File: src/rtl/alu_seq_ctrl_pkg.sv
// Shared types for the ALU command sequencer: command kinds,
// FSM states and the 13-bit packed command word held in the FIFO.
package alu_ctrl_pkg;

   typedef enum logic [1:0] {
      EXEC = 2'b00,
      LOAD = 2'b01,
      READ = 2'b10,
      NOP  = 2'b11
   } cmd_kind_e;

   typedef enum logic [2:0] {
      INIT,
      IDLE,
      ISSUE,
      WRITE,
      RESP
   } state_e;

   typedef struct packed {
      cmd_kind_e   kind;
      logic [2:0]  op;
      logic [7:0]  data;
   } cmd_t;

endpackage

File: src/rtl/alu_seq_ctrl_if.sv
// Command/response handshake bundle for the ALU sequencer.
// master = command front end, slave = sequencer.
interface alu_seq_ctrl_if;

   logic       cmd_valid;
   logic       cmd_ready;
   logic [1:0] cmd_kind;
   logic [2:0] cmd_op;
   logic [7:0] cmd_data;
   logic       rsp_valid;
   logic       rsp_ready;
   logic [7:0] rsp_data;
   logic       rsp_zero;

   modport master (
      output cmd_valid, cmd_kind, cmd_op, cmd_data, rsp_ready,
      input  cmd_ready, rsp_valid, rsp_data, rsp_zero
   );

   modport slave (
      input  cmd_valid, cmd_kind, cmd_op, cmd_data, rsp_ready,
      output cmd_ready, rsp_valid, rsp_data, rsp_zero
   );

endinterface

File: src/rtl/alu_cmd_fifo.sv
// Synchronous command FIFO of cmd_t. Ports: clk, rst, push, pop, din,
// head (oldest entry), full, empty, full_next (full after this edge).
module alu_cmd_fifo
   import alu_ctrl_pkg::*;
#(
   parameter int DEPTH = 4
) (
   input  logic clk,
   input  logic rst,
   input  logic push,
   input  logic pop,
   input  cmd_t din,
   output cmd_t head,
   output logic full,
   output logic empty,
   output logic full_next
);

   localparam int AW = $clog2(DEPTH);

   cmd_t           mem_q [DEPTH];
   logic [AW-1:0]  wptr_q, wptr_d;
   logic [AW-1:0]  rptr_q, rptr_d;
   logic [AW:0]    cnt_q, cnt_d;
   logic           wr, rd;

   assign full  = (cnt_q == (AW+1)'(DEPTH));
   assign empty = (cnt_q == '0);
   assign head  = mem_q[rptr_q];
   assign wr    = push && !full;
   assign rd    = pop && !empty;

   // Pointers wrap naturally since DEPTH is a power of two.
   always_comb begin
      wptr_d = wptr_q;
      rptr_d = rptr_q;
      cnt_d  = cnt_q;
      if (wr) wptr_d = wptr_q + 1'b1;
      if (rd) rptr_d = rptr_q + 1'b1;
      if (wr && !rd) cnt_d = cnt_q + 1'b1;
      if (rd && !wr) cnt_d = cnt_q - 1'b1;
   end

   assign full_next = (cnt_d == (AW+1)'(DEPTH));

   always_ff @(posedge clk) begin
      if (rst) begin
         wptr_q <= '0;
         rptr_q <= '0;
         cnt_q  <= '0;
      end else begin
         wptr_q <= wptr_d;
         rptr_q <= rptr_d;
         cnt_q  <= cnt_d;
      end
   end

   always_ff @(posedge clk) begin
      if (wr) mem_q[wptr_q] <= din;
   end

endmodule

File: src/rtl/alu_seq_ctrl.sv
// ALU command sequencer: queues commands, runs them one at a time
// through alu/accum and returns a response. Ports: clk, rst, bus
// (cmd/rsp handshakes), alu_* and acc_* datapath controls, busy.
module alu_seq_ctrl
   import alu_ctrl_pkg::*;
#(
   parameter int         FIFO_DEPTH = 4,
   parameter int         ALU_LAT    = 1,
   parameter logic [7:0] ACC_INIT   = 8'hFF
) (
   input  logic                 clk,
   input  logic                 rst,
   alu_seq_ctrl_if.slave        bus,
   output logic [2:0]           alu_opcode,
   output logic [7:0]           alu_ain,
   output logic [7:0]           alu_bin,
   input  logic [7:0]           alu_out,
   input  logic                 alu_zero,
   output logic                 acc_load,
   output logic [7:0]           acc_datain,
   input  logic [7:0]           acc_dataout,
   output logic                 busy
);

   localparam int LW = (ALU_LAT > 1) ? $clog2(ALU_LAT) : 1;

   state_e        state_q, state_d;
   cmd_t          cmd_q, cmd_d;
   logic [LW-1:0] lat_q, lat_d;
   logic [7:0]    res_q, res_d;
   logic          rzero_q, rzero_d;
   logic [7:0]    rsp_data_q, rsp_data_d;
   logic          rsp_zero_q, rsp_zero_d;
   logic          cmd_ready_q, cmd_ready_d;

   logic          push, pop;
   logic          fifo_full, fifo_empty, fifo_full_next;
   cmd_t          fifo_din, head;

   assign fifo_din = '{
      kind: cmd_kind_e'(bus.cmd_kind),
      op:   bus.cmd_op,
      data: bus.cmd_data
   };
   assign push = bus.cmd_valid && cmd_ready_q && !fifo_full;

   alu_cmd_fifo #(.DEPTH(FIFO_DEPTH)) u_fifo (
      .clk       (clk),
      .rst       (rst),
      .push      (push),
      .pop       (pop),
      .din       (fifo_din),
      .head      (head),
      .full      (fifo_full),
      .empty     (fifo_empty),
      .full_next (fifo_full_next)
   );

   assign alu_ain       = acc_dataout;
   assign bus.cmd_ready = cmd_ready_q;
   assign bus.rsp_data  = rsp_data_q;
   assign bus.rsp_zero  = rsp_zero_q;
   assign busy          = (state_q != IDLE) || !fifo_empty;

   // Strobes are masked while rst is high so an aborted command
   // never writes the accumulator or raises a response.
   always_comb begin
      state_d      = state_q;
      cmd_d        = cmd_q;
      lat_d        = lat_q;
      res_d        = res_q;
      rzero_d      = rzero_q;
      rsp_data_d   = rsp_data_q;
      rsp_zero_d   = rsp_zero_q;
      pop          = 1'b0;
      acc_load     = 1'b0;
      acc_datain   = '0;
      alu_opcode   = '0;
      alu_bin      = '0;
      bus.rsp_valid = 1'b0;
      if (!rst) begin
         unique case (state_q)
            INIT: begin
               acc_load   = 1'b1;
               acc_datain = ACC_INIT;
               state_d    = IDLE;
            end
            IDLE: begin
               if (!fifo_empty) begin
                  pop   = 1'b1;
                  cmd_d = head;
                  unique case (1'b1)
                     head.kind == EXEC: begin
                        state_d = ISSUE;
                        lat_d   = LW'(ALU_LAT - 1);
                     end
                     head.kind == LOAD: state_d = WRITE;
                     head.kind == READ: begin
                        state_d    = RESP;
                        rsp_data_d = acc_dataout;
                        rsp_zero_d = (acc_dataout == '0);
                     end
                     head.kind == NOP:  state_d = IDLE;
                  endcase
               end
            end
            ISSUE: begin
               alu_opcode = cmd_q.op;
               alu_bin    = cmd_q.data;
               if (lat_q == '0) begin
                  res_d   = alu_out;
                  rzero_d = alu_zero;
                  state_d = WRITE;
               end else begin
                  lat_d = lat_q - 1'b1;
               end
            end
            WRITE: begin
               acc_load = 1'b1;
               if (cmd_q.kind == EXEC) begin
                  acc_datain = res_q;
                  rsp_zero_d = rzero_q;
               end else begin
                  acc_datain = cmd_q.data;
                  rsp_zero_d = (cmd_q.data == '0);
               end
               rsp_data_d = acc_datain;
               state_d    = RESP;
            end
            RESP: begin
               bus.rsp_valid = 1'b1;
               if (bus.rsp_ready) state_d = IDLE;
            end
            default: state_d = INIT;
         endcase
      end
   end

   // Registered ready tracks the FIFO level after this edge, so a
   // pop while full does not reopen the port in the same cycle.
   assign cmd_ready_d = (state_d != INIT) && !fifo_full_next;

   always_ff @(posedge clk) begin
      if (rst) begin
         state_q     <= INIT;
         cmd_q       <= '0;
         lat_q       <= '0;
         res_q       <= '0;
         rzero_q     <= 1'b0;
         rsp_data_q  <= '0;
         rsp_zero_q  <= 1'b0;
         cmd_ready_q <= 1'b0;
      end else begin
         state_q     <= state_d;
         cmd_q       <= cmd_d;
         lat_q       <= lat_d;
         res_q       <= res_d;
         rzero_q     <= rzero_d;
         rsp_data_q  <= rsp_data_d;
         rsp_zero_q  <= rsp_zero_d;
         cmd_ready_q <= cmd_ready_d;
      end
   end

endmodule

File: src/flat_wrapper.sv
// flat-port wrapper written by rule: the top's interface ports become plain ports
module alu_seq_ctrl_flat import alu_ctrl_pkg::*;
#(
   parameter int         FIFO_DEPTH = 4,
   parameter int         ALU_LAT    = 1,
   parameter logic [7:0] ACC_INIT   = 8'hFF
)
  (clk, rst, alu_opcode, alu_ain, alu_bin, alu_out, alu_zero, acc_load, acc_datain, acc_dataout, busy, bus_cmd_valid, bus_cmd_kind, bus_cmd_op, bus_cmd_data, bus_rsp_ready, bus_cmd_ready, bus_rsp_valid, bus_rsp_data, bus_rsp_zero);
  alu_seq_ctrl_if bus_i ();
  input  logic clk;
  input  logic rst;
  output logic [2:0] alu_opcode;
  output logic [7:0] alu_ain;
  output logic [7:0] alu_bin;
  input  logic [7:0] alu_out;
  input  logic alu_zero;
  output logic acc_load;
  output logic [7:0] acc_datain;
  input  logic [7:0] acc_dataout;
  output logic busy;
  input wire logic [$bits(bus_i.cmd_valid)-1:0] bus_cmd_valid;
  input wire logic [$bits(bus_i.cmd_kind)-1:0] bus_cmd_kind;
  input wire logic [$bits(bus_i.cmd_op)-1:0] bus_cmd_op;
  input wire logic [$bits(bus_i.cmd_data)-1:0] bus_cmd_data;
  input wire logic [$bits(bus_i.rsp_ready)-1:0] bus_rsp_ready;
  output wire logic [$bits(bus_i.cmd_ready)-1:0] bus_cmd_ready;
  output wire logic [$bits(bus_i.rsp_valid)-1:0] bus_rsp_valid;
  output wire logic [$bits(bus_i.rsp_data)-1:0] bus_rsp_data;
  output wire logic [$bits(bus_i.rsp_zero)-1:0] bus_rsp_zero;
  assign bus_i.cmd_valid = bus_cmd_valid;
  assign bus_i.cmd_kind = bus_cmd_kind;
  assign bus_i.cmd_op = bus_cmd_op;
  assign bus_i.cmd_data = bus_cmd_data;
  assign bus_i.rsp_ready = bus_rsp_ready;
  assign bus_cmd_ready = bus_i.cmd_ready;
  assign bus_rsp_valid = bus_i.rsp_valid;
  assign bus_rsp_data = bus_i.rsp_data;
  assign bus_rsp_zero = bus_i.rsp_zero;
  alu_seq_ctrl #(.FIFO_DEPTH(FIFO_DEPTH), .ALU_LAT(ALU_LAT), .ACC_INIT(ACC_INIT)) u_core (.clk(clk), .rst(rst), .bus(bus_i), .alu_opcode(alu_opcode), .alu_ain(alu_ain), .alu_bin(alu_bin), .alu_out(alu_out), .alu_zero(alu_zero), .acc_load(acc_load), .acc_datain(acc_datain), .acc_dataout(acc_dataout), .busy(busy));
endmodule
File: config.mk
export PLATFORM = sky130hd
export DESIGN_NAME = alu_seq_ctrl_flat
export DESIGN_NICKNAME = d
export VERILOG_FILES = /design/src/rtl/alu_seq_ctrl_pkg.sv /design/src/rtl/alu_seq_ctrl_if.sv /design/src/rtl/alu_cmd_fifo.sv /design/src/rtl/alu_seq_ctrl.sv /design/src/flat_wrapper.sv
export SDC_FILE = /design/constraint.sdc
export NUM_CORES = 1
export LEC_CHECK = 0
export CORE_ASPECT_RATIO = 1.75
export CORE_MARGIN = 4
export CORE_UTILIZATION = 47
export DETAILED_ROUTE_END_ITERATION = 12
export PLACE_DENSITY = 0.75
export SKIP_CTS_REPAIR_TIMING = 1
export SYNTH_ARGS = -nofsm -noshare
export SYNTH_HDL_FRONTEND = slang
export SYNTH_SLANG_ARGS = --single-unit
File: constraint.sdc
create_clock -name clk -period 1.9 [get_ports clk]
set_input_delay 0.38 -clock clk [delete_from_list [all_inputs] [get_ports clk]]
set_output_delay 0.38 -clock clk [all_outputs]
set_load 0.05 [all_outputs]
==> flow_metrics.py <==
metrics = {
    "worst_setup_path": {
        "crit_fanout": 10,
        "crit_required_ns": 1.52,
        "arrival_ns": 1.60,
        "path_class": "reg -> out",
        "r2r_slack_ns": 0.06,
        "start_kind": "register",
        "rr_worst_depth": 7,
        "endpoint_kind": "primary output",
        "worst_r2r_endpoint": "u_core.bus.rsp_data[5]$_SDFFE_PP0P_",
    },
    "global_route": {
        "grt_overflow_total": 0,
        "grt_pass1_wl_mm": 14.40,
        "grtUsageTotal": 0.1780,
        "antenna_found_initial": 0,
        "grt_start_max_net_pins": 30,
        "grt_pass1_vias": 3020,
    },
    "cells_and_area": {
        "drive_gt1_frac": 0.3259,
        "seqCellArea_um2": 2450,
        "synthToLayoutAreaGrowth_pct": 45.47,
        "n_antenna_cell": 0,
        "finalInstanceArea_um2": 6081,
        "nets": 487,
        "fillers": 615,
        "layout_common_cells": "edfxtp_1 (52), nand2_1 (42), dfxtp_1 (40)",
        "multiInputGateArea_um2": 1725,
        "mostFrequentLayoutCell": "edfxtp_1",
    },
    "clocking": {
        "clk_latency_ns": 0.34,
        "cts_tree": "done",
        "clkTransAtPathRegs_ns": 0.07,
        "clkSinkCount": 96,
        "clock_tree.root_cell": "clkbuf_16",
        "cts_buffers": 9,
        "htree_num_levels": 3,
        "clockBufferDepth": 2,
    },
    "timing": {
        "timing.hold.ws_ns": 0.3924,
        "hold_viol_final": 0,
        "max-slew-margin-rel": 0.6574,
        "fmax_mhz": 505.4,
        "period_share": 1.041,
        "setup_viol": 18,
        "finalMaxSlewViolations": 0,
        "worst_slew_pin_slew_ns": 0.5130,
        "fin_ws_ns": -0.07856,
        "clock_skew_ns": 0.006424,
        "rsz0062_at_grt": "yes",
        "period_minus_slack_ns": 1.979,
    },
    "hold_path": {
        "min_path_cells": 2,
        "hp-class": "in -> reg",
        "timing.hold.worst_endpoint": "u_core.u_fifo.cnt_q[0]$_SDFF_PP0_",
        "min_from": "rst",
    },
    "route": {
        "vias_per_cell": 5.192,
        "drtAntennaViolNets": 0,
        "vias": 2949,
        "wl_per_cell_um": 15.93,
        "wl_mm": 9.048,
        "drtIter0Drc": 109,
        "drc": 0,
        "dr.pass1.iters": 4,
    },
    "status": {
        "status": "finished with violations",
        "failed_checks": "setup timing",
    },
    "logic_synthesis": {
        "synth-simple-area-share": 0.1353,
        "synth-xor-area-share": 0.01467,
        "synthMuxAreaShare": 0.1323,
        "synth_top_family_by_area": "simple AND/OR/NAND/NOR gates",
        "yosysWarnings": 0,
        "synthArstFlopShare": 0,
        "ys_ff_latch": 96,
        "synth_fa_ha_area_frac": 0.02095,
        "synth_cells": 348,
        "syn_area_um2": 4180,
        "synth_nets": 389,
        "synth_compound_area_frac": 0.07154,
        "synth_area_per_cell_um2": 12.01,
        "synthFlopType": "edfxtp_1",
        "yosysUniqueCellTypes": 43,
        "synth_edf_count": 52,
        "synth_seq_area_share": 0.5843,
    },
    "place": {
        "io_buffers": 73,
        "globalplace.congestion": 0.7685,
        "dpl_cell_area_um2": 5628,
        "hpwl_mm": 6.992,
    },
    "pwr": {
        "p_switching_uw": 2403,
        "ir_worst_vdd_mv": 1.136,
        "sw_frac_of_total": 0.3290,
        "intPower_uw": 4903,
        "pwr_density_cell_nw_per_um2": 1202,
        "p_seq_frac": 0.370,
        "comb_power_share": 0.383,
        "clock_power_share": 0.246,
        "p_leak_uw": 0.002346,
        "power_uw": 7306,
    },
    "floorplan": {
        "dieWidth_um": 79.29,
        "rows": 45,
        "initial_core_util": 0.4821,
        "die_y_um": 132.8,
        "pin_count": 74,
        "coreArea_um2": 8671,
        "die-area_um2": 10530,
    },
    "job": {
        "maxCapViolations": 0,
    },
}
power by group through the flow:
stage	Sequential, uW	Clock (uW)	Combinational [uW]
6_report	2710	1800	2800
5_1_grt	2740	1930	3010
4_1_cts	2680	1850	2610
3_5_place_dp	2720	0	2590
3_3_place_gp	2700	0	2530
2_1_floorplan	2780	0	1580
worst max path at each step:
stage | endpoint | slack [ns] | start
6_report | alu_bin[7] | -0.08 | u_core.state_q[1]$_SDFF_PP0_
5_1_grt | acc_datain[1] | -0.17 | u_core.cmd_q[12]$_SDFFE_PP0N_
4_1_cts | alu_opcode[1] | -0.29 | u_core.state_q[1]$_SDFF_PP0_
3_5_place_dp | u_core.u_fifo.cnt_q[1]$_SDFF_PP0_ | -0.05 | bus_cmd_valid
3_3_place_gp | u_core.u_fifo.mem_q[3][6]$_DFFE_PP_ | 0.01 | bus_cmd_valid
2_1_floorplan | bus_rsp_valid | -0.22 | rst
final cells by class:
class | instances | area share
repair buffers | 114 | 0.2360
clock inverters | 7 | 0.01317
inverters | 5 | 0.003086
clock buffers | 9 | 0.03704
multi-input cells | 220 | 0.2837
well taps | 117 | 0.02407
flip-flops and latches | 96 | 0.4029
cells by family after synthesis:
logic type | after synthesis
xor gates and xnor gates | 7
DFF | 96
buffers and inverters | 32
AOI/OAI and AO/OA | 49
adders and majority gates | 7
and+or+nand+nor | 118
muxes | 39
synthesized netlist by cell type (all sizes together), types with 2 or more instances:
cell type	count	share of area
nor4	5	0.0075
nand2b	2	0.0030
o21a	8	0.014
a21oi	22	0.027
dfxtp	44	0.21
clkbuf	11	0.0099
nand2	43	0.039
mux2i	26	0.062
o21ai	11	0.013
and3	5	0.0075
nand3b	2	0.0036
xnor2	6	0.013
inv	5	0.0045
buf	16	0.027
mux4	13	0.070
a21boi	2	0.0036
and2	13	0.019
edfxtp	52	0.37
ha	7	0.021
nor2b	3	0.0045
nor3	3	0.0063
nor2	35	0.033
per-layer routing:
metal | track usage | vias up | share of wire
li1 | - | 1432 | -
met2 | 0.3218 | 90 | 0.56
met1 | 0.1913 | 1410 | 0.37
met3 | 0.04428 | 17 | 0.045
met4 | 0.07839 | 0 | 0.028
met5 | 0 | - | 0
registers in the layout (all words and copies together), names as in the netlist, named ones only:
signal and cells:
u_core.bus.cmd_ready 1, u_core.bus.rsp_data 8, u_core.bus.rsp_zero 1, u_core.cmd_q 13, u_core.res_q 8, u_core.rzero_q 1
u_core.state_q 3, u_core.u_fifo.cnt_q 3, u_core.u_fifo.mem_q 52, u_core.u_fifo.rptr_q 2, u_core.u_fifo.wptr_q 2
per-stage QoR:
| step | cells | TNS, ns | worst slack, ns | utilization |
|---|---|---|---|---|
| global route | 568 | -2.520 | -0.1651 | 0.7013 |
| finish | 568 | -0.9743 | -0.07856 | 0.7013 |
| CTS | 564 | -4.383 | -0.2916 | 0.6843 |
| detailed placement | 548 | -0.7784 | -0.05475 | 0.6491 |
| floorplan | 348 | -0.3050 | -0.2154 | - |
| global placement | 548 | 0 | 0.01083 | 0.6491 |
worst max-delay path: stages, from the launching register on:
cell and delay [ns]:
dfxtp_4 0.38, nor3b_2 0.21, nor2b_4 0.19, buf_6 0.14, and2_2 0.19, buf_12 0.14
No activity file was read; power rests on OpenSTA's default activity.
